## src/rtl/rr_arbiter3_pkg.sv

```systemverilog
// rtl/rr_arbiter3_pkg.sv - shared types, constants and helpers for the three-way round-robin arbiter
package rr_arbiter3_pkg;

    localparam int N_REQ = 3;

    typedef enum logic {
        IDLE  = 1'b0,
        GRANT = 1'b1
    } state_t;

    typedef logic [1:0] req_id_t;

    localparam req_id_t LAST_RESET = 2'd2;

    // Index 3 never occurs; it maps to 0 so the pointer cannot stick.
    function automatic req_id_t next_id(input req_id_t id);
        return (id >= 2'd2) ? 2'd0 : id + 2'd1;
    endfunction

    function automatic logic req_hit(input logic [N_REQ-1:0] req, input req_id_t id);
        case (id)
            2'd0:    return req[0];
            2'd1:    return req[1];
            2'd2:    return req[2];
            default: return 1'b0;
        endcase
    endfunction

    function automatic logic [N_REQ-1:0] onehot(input req_id_t id);
        case (id)
            2'd0:    return 3'b001;
            2'd1:    return 3'b010;
            2'd2:    return 3'b100;
            default: return 3'b000;
        endcase
    endfunction

endpackage

```

## src/rtl/rr_arbiter3_if.sv

```systemverilog
// rtl/rr_arbiter3_if.sv - request/grant bundle between the requesters and the arbiter
interface rr_arbiter3_if;
    import rr_arbiter3_pkg::*;

    logic [N_REQ-1:0] req;
    logic [N_REQ-1:0] gnt;
    req_id_t          gnt_id;
    logic             busy;
    logic             any_req;
    logic             tmo;

    modport master (output req, input gnt, gnt_id, busy, any_req, tmo);
    modport slave  (input req, output gnt, gnt_id, busy, any_req, tmo);
endinterface

```

## src/rtl/rr_pick3.sv

```systemverilog
// rtl/rr_pick3.sv - combinational winner selection scanning from last+1 modulo 3
import rr_arbiter3_pkg::*;

module rr_pick3 (
    input  logic [N_REQ-1:0] req,
    input  req_id_t          last,
    output req_id_t          id,
    output logic             valid
);
    req_id_t cand0, cand1, cand2;

    assign cand0 = next_id(last);
    assign cand1 = next_id(cand0);
    assign cand2 = next_id(cand1);

    always_comb begin
        valid = 1'b1;
        id    = cand0;
        if (req_hit(req, cand0)) begin
            id = cand0;
        end else if (req_hit(req, cand1)) begin
            id = cand1;
        end else if (req_hit(req, cand2)) begin
            id = cand2;
        end else begin
            valid = 1'b0;
            id    = 2'd0;
        end
    end
endmodule

```

## src/rtl/rr_arbiter3.sv

```systemverilog
// rtl/rr_arbiter3.sv - three-way round-robin arbiter; RR_ARB3_TIMEOUT_EN adds a MAX_HOLD forced release
import rr_arbiter3_pkg::*;

module rr_arbiter3 #(
    parameter int unsigned MAX_HOLD = 15
) (
    input  logic        clk,
    input  logic        rst_n,
    rr_arbiter3_if.slave bus
);
    state_t           state_q, state_d;
    req_id_t          last_q, last_d;
    req_id_t          id_q, id_d;
    req_id_t          win_id;
    logic             win_valid;
    logic [N_REQ-1:0] gnt_q, gnt_d;
    logic             busy_q, busy_d;
    logic             tmo_q, tmo_d;
    logic             any_q;
    logic             timeout_hit;

    rr_pick3 u_pick (
        .req   (bus.req),
        .last  (last_q),
        .id    (win_id),
        .valid (win_valid)
    );

`ifdef RR_ARB3_TIMEOUT_EN
    localparam logic [7:0] HOLD_LIMIT = 8'(MAX_HOLD);
    logic [7:0] cnt_q, cnt_d;

    // Fires on the GRANT cycle whose increment would reach the limit.
    assign timeout_hit = (cnt_q + 8'd1) == HOLD_LIMIT;

    always_comb begin
        cnt_d = 8'd0;
        if (state_q == GRANT) begin
            cnt_d = cnt_q + 8'd1;
        end
    end

    always_ff @(posedge clk) begin
        if (!rst_n) begin
            cnt_q <= 8'd0;
        end else begin
            cnt_q <= cnt_d;
        end
    end
`else
    logic unused_max_hold;
    assign unused_max_hold = (MAX_HOLD != 0);
    assign timeout_hit     = 1'b0;
`endif

    always_comb begin
        state_d = state_q;
        last_d  = last_q;
        id_d    = id_q;
        gnt_d   = gnt_q;
        busy_d  = busy_q;
        tmo_d   = 1'b0;
        case (state_q)
            IDLE: begin
                gnt_d  = '0;
                id_d   = 2'd0;
                busy_d = 1'b0;
                if (win_valid) begin
                    state_d = GRANT;
                    last_d  = win_id;
                    id_d    = win_id;
                    gnt_d   = onehot(win_id);
                    busy_d  = 1'b1;
                end
            end
            GRANT: begin
                // A dropped request takes precedence, so a coincident timeout is a normal release.
                if (!req_hit(bus.req, id_q) || timeout_hit) begin
                    state_d = IDLE;
                    gnt_d   = '0;
                    id_d    = 2'd0;
                    busy_d  = 1'b0;
                    tmo_d   = req_hit(bus.req, id_q);
                end
            end
            default: begin
                state_d = IDLE;
                gnt_d   = '0;
                id_d    = 2'd0;
                busy_d  = 1'b0;
            end
        endcase
    end

    always_ff @(posedge clk) begin
        if (!rst_n) begin
            state_q <= IDLE;
            last_q  <= LAST_RESET;
            id_q    <= 2'd0;
            gnt_q   <= '0;
            busy_q  <= 1'b0;
            tmo_q   <= 1'b0;
            any_q   <= 1'b0;
        end else begin
            state_q <= state_d;
            last_q  <= last_d;
            id_q    <= id_d;
            gnt_q   <= gnt_d;
            busy_q  <= busy_d;
            tmo_q   <= tmo_d;
            any_q   <= |bus.req;
        end
    end

    assign bus.gnt     = gnt_q;
    assign bus.gnt_id  = id_q;
    assign bus.busy    = busy_q;
    assign bus.tmo     = tmo_q;
    assign bus.any_req = any_q;
endmodule

```

## src/flat_wrapper.sv

```systemverilog
// flat-port wrapper written by rule: the top's interface ports become plain ports
module rr_arbiter3_flat 
#(
    parameter int unsigned MAX_HOLD = 15
)
  (clk, rst_n, bus_req, bus_gnt, bus_gnt_id, bus_busy, bus_any_req, bus_tmo);
  rr_arbiter3_if bus_i ();
  input  logic clk;
  input  logic rst_n;
  input wire logic [$bits(bus_i.req)-1:0] bus_req;
  output wire logic [$bits(bus_i.gnt)-1:0] bus_gnt;
  output wire logic [$bits(bus_i.gnt_id)-1:0] bus_gnt_id;
  output wire logic [$bits(bus_i.busy)-1:0] bus_busy;
  output wire logic [$bits(bus_i.any_req)-1:0] bus_any_req;
  output wire logic [$bits(bus_i.tmo)-1:0] bus_tmo;
  assign bus_i.req = bus_req;
  assign bus_gnt = bus_i.gnt;
  assign bus_gnt_id = bus_i.gnt_id;
  assign bus_busy = bus_i.busy;
  assign bus_any_req = bus_i.any_req;
  assign bus_tmo = bus_i.tmo;
  rr_arbiter3 #(.MAX_HOLD(MAX_HOLD)) u_core (.clk(clk), .rst_n(rst_n), .bus(bus_i));
endmodule
```

## config.mk

```make
export PLATFORM = sky130hd
export DESIGN_NAME = rr_arbiter3_flat
export DESIGN_NICKNAME = d
export VERILOG_FILES = /design/src/rtl/rr_arbiter3_pkg.sv /design/src/rtl/rr_arbiter3_if.sv /design/src/rtl/rr_pick3.sv /design/src/rtl/rr_arbiter3.sv /design/src/flat_wrapper.sv
export SDC_FILE = /design/constraint.sdc
export NUM_CORES = 1
export LEC_CHECK = 0
export CORE_AREA = 2 2 39 41
export CTS_CLUSTER_SIZE = 20
export DETAILED_ROUTE_END_ITERATION = 7
export DIE_AREA = 0 0 41 43
export GPL_TIMING_DRIVEN = 0
export SYNTH_ARGS = -nofsm -noshare
export SYNTH_HDL_FRONTEND = slang
export SYNTH_SLANG_ARGS = --single-unit
export TNS_END_PERCENT = 100
```

## constraint.sdc

```tcl
create_clock -name clk -period 1.5 [get_ports clk]
set_input_delay 0.3 -clock clk [delete_from_list [all_inputs] [get_ports clk]]
set_output_delay 0.3 -clock clk [all_outputs]
set_load 0.03 [all_outputs]
```

==> results list, run 1 <==
* Arrival time at the worst endpoint: 1.09 ns
- The largest individual stage delay along the critical path comes from the cell sky130_fd_sc_hd__dlygate4sd2_1.
* Clock slew at the register clock pins of the worst setup and hold paths: 0.07 ns
- Worst IR drop on VDD: 0.000746 V
- Critical-path maximum fanout: 5
* Chip Width: 41 um
- DRC violations left: 0
- In the layout the commonest cells are sky130_fd_sc_hd__dfxtp_1 (11), sky130_fd_sc_hd__dlygate4sd2_1 (8), sky130_fd_sc_hd__nand3_1 (5), sky130_fd_sc_hd__a21boi_1 (5), sky130_fd_sc_hd__clkdlybuf4s50_1 (4).
* CP bufs+invs: 1
- The share of the Yosys chip area taken by registers is 0.493.
* Worst stage delay on the critical path: 0.42 ns
* Largest net degree at the start of global routing: 11
- Post-route setup TNS: 0 ns
- Post-Synth Simple-Gate Area: 0.263
* Pwr per Cell Area: 1080 mW/mm2
- TritonCTS clock tree: done
* Clock root buffer: sky130_fd_sc_hd__clkbuf_4
- The portion of synthesized area spent on multiplexers is 0.0224.
- Yosys printed 0 warnings.
- Leaving out fill and tap cells, the most frequent cell in the layout is sky130_fd_sc_hd__dfxtp_1.
* Crit-path cells: dlygate4sd2_1
- Reported max-cap violation count: 0
- Number of global-route vias before repair: 362
- Data required, critical path: 1.20 ns
* Die outline area: 0.00176 mm2
- Number of ports placed on the die boundary: 13
* Site row count: 14
- Max-slew violation count: 0
* Starting density of the core: 0.323
* Share of the clock period used by the worst path after layout: 0.927
- CTS sink cnt: 11
* Critical Path End: bus_gnt_id[1]
* Antenna diode count: 0
* Endpoint of the lowest-slack register-to-register path: u_core.bus.gnt[2]$_SDFFE_PN0P_
- Level count of the clock H-tree: 1
* Xor/xnor cell area share of the yosys netlist: 0
- Derived from the worst setup path, the maximum achievable clock frequency is 719 MHz.
- After detailed routing, the total wire length is 980 um.
- Setup violations remaining at the end of the flow were counted as 0.
- In this run the most critical hold path is launched from u_core.bus.gnt[1]$_SDFFE_PN0P_.
- Worst Slack Setup Final: 0.109 ns
- A synthesized cell averages 9.71 um2.
* Setup repair after global routing missed its margin: no
- Cell family with the largest share of critical-path delay: buffers and inverters
* CP Launch Type: register
* Worst setup startpoint: u_core.bus.gnt_id[1]$_SDFFE_PN0P_
- The detail route stage leaves a number of antenna-violating nets equal to 0.
- Worst R2R Setup Slack: 0.38 ns
- Port buffering added 12 buffers.
* Placer's final routability congestion estimate: 0.669
* Hold Path Class: reg -> reg
- At the placement stage, the worst setup path has a slack of -0.0792 ns.
* Number of storage elements in the synthesis netlist: 11
- The critical path is of the reg -> out type.
- Summing all placed instances gives a cell area of 587 um2.
- Once layout is complete, the utilization of the core stands at 0.436.
* Arithmetic-cell share of the synthesized area counting full adders, half adders and majority gates: 0
- CORE AREA: 0.00138 mm2
* Type of element capturing the critical path: primary output
- Worst path depth: 1
* Total count of hold-check failures in the final report: 0
* Main combinational cell family by area after synthesis: simple AND/OR/NAND/NOR gates
* CTS buffer count: 3
* Clock insertion delay at the later pin of the skew report: 0.26 ns
- In the global route stage, overall resource usage came out at 0.135.
- Subtracting the final worst setup slack from the clock period gives 1.39 ns.
- Residual overflow from global routing: 0
- The mapped netlist covers 447 um2.
- Counting distinct cell types in the post-synthesis netlist gives 19.
- The synthesized-area fraction occupied by ao, oa, aoi and oai cells was 0.202.
* Final non-filler cell area: 603 um2
- Maximum count of clock buffers along a single path: 2
* Synthesized net count: 51
- The detailed router finished its first iteration with 3 violations.
- After technology mapping, the gate count stands at 46.
- For the final database, setup skew stands at 0.000873 ns.
* Routed wire length per instance: 12.6 um
* Initial antenna violation count: 0
- The net count of the finished layout is 68.
- Worst Reg-to-Reg Cells: 4
- Post-detailed-placement half-perimeter wirelength: 651 um
- Of the cells placed in the final design, the portion with a size suffix greater than 1 is 0.113.
- The first global-routing pass estimated 1520 um of wire.
- From synthesis to final layout, the design area changed by 35.0%.
* Total leakage power: 0.247 nW
- Drt via density: 5.13
- The first detailed-routing pass took 4 iterations.
* RR Startpoint: u_core.bus.gnt_id[1]$_SDFFE_PN0P_
- Status: completed
* Height of the die: 43 um
- Vias after detailed routing: 400
[cell usage after synthesis, drive strengths merged]
cell type | count | area, um2
dfxtp | 11 | 220
o22ai | 2 | 12.5
nand3b | 3 | 22.5
o21ai | 2 | 13.8
nand3 | 5 | 25.0
nor3 | 1 | 5.00
nor2b | 3 | 18.8
nand4b | 2 | 17.5
buf | 1 | 5.00
or2 | 1 | 6.26
and2b | 1 | 7.51
nand2 | 3 | 11.3
a21boi | 8 | 63.8
conb | 1 | 3.75
mux2i | 1 | 10.0
nor2 | 1 | 3.75
[through the flow]
step / instances / hold slack (ns) / power [mW]
2_1_floorplan: 46 / 0.372 / 0.411
3_3_place_gp: 74 / 0.453 / 0.466
3_5_place_dp: 74 / 0.463 / 0.467
4_1_cts: 78 / 0.473 / 0.661
5_1_grt: 78 / 0.487 / 0.683
6_report: 78 / 0.467 / 0.649
[registers in the layout (all words and copies together) (netlist names)]
register,flops
u_core.bus.gnt,3
u_core.bus.busy,1
u_core.bus.tmo,1
u_core.last_q,2
u_core.bus.any_req,1
u_core.state_q,1
u_core.bus.gnt_id,2
[what timing repair did]
item,in CTS,in global routing
hold buffers,0,0
resized for setup,8,0
setup buffers,0,0
setup endpoints to repair,8,0
[power by group]
group	total (mW)	switching (mW)	internal [mW]
Combinational	0.124	0.0732	0.0504
Clock	0.198	0.0950	0.103
Sequential	0.327	0.0136	0.314
Total	0.649	0.182	0.467
[area by class of cell]
| type | instances | area, um2 |
|---|---|---|
| clock buffers | 4 | 26.3 |
| fillers | 152 | 781 |
| flip-flops and latches | 11 | 220 |
| well taps | 16 | 20.0 |
| plain buffers | 1 | 5.00 |
| repair buffers | 12 | 110 |
| multi-input cells | 34 | 221 |
[worst min-delay path by stage]
stage	to	slack [ns]	depth (start not counted)
global placement	u_core.bus.gnt[0]$_SDFFE_PN0P_	0.45	2
finish	u_core.bus.gnt[1]$_SDFFE_PN0P_	0.47	2
CTS	u_core.bus.gnt[1]$_SDFFE_PN0P_	0.47	2
floorplan	u_core.last_q[1]$_SDFFE_PN1P_	0.37	1
global route	u_core.bus.gnt[0]$_SDFFE_PN0P_	0.49	2
detailed placement	u_core.bus.busy$_SDFFE_PN0P_	0.46	2
[metal layers]
metal	vias to the layer above	track usage	wire [um]
met5	-	0	0
met4	0	0.0600	13
met3	4	0.0995	64
met2	11	0.209	468
met1	187	0.127	434
li1	198	-	-
[cells by family (layout without fill, tap and decap cells)]
group | after synthesis | in the layout
compound gates | 12 | 12
flops | 11 | 11
mux | 1 | 1
simple gates | 20 | 20
other cells | 1 | 1
buf+inv | 1 | 17
Note: power is estimated with default switching activity, not from simulation.
==> run 2: changes to the inputs <==
--- a/config.mk
+++ b/config.mk
@@ -6,7 +6,7 @@
 export NUM_CORES = 1
 export LEC_CHECK = 0
 export CORE_AREA = 2 2 39 41
-export CTS_CLUSTER_SIZE = 20
+export CTS_CLUSTER_SIZE = 16
 export DETAILED_ROUTE_END_ITERATION = 7
 export DIE_AREA = 0 0 41 43
 export GPL_TIMING_DRIVEN = 0
==> results of run 2 <==
Same layout as run 1: the final DEF is identical, and so are final timing and power.
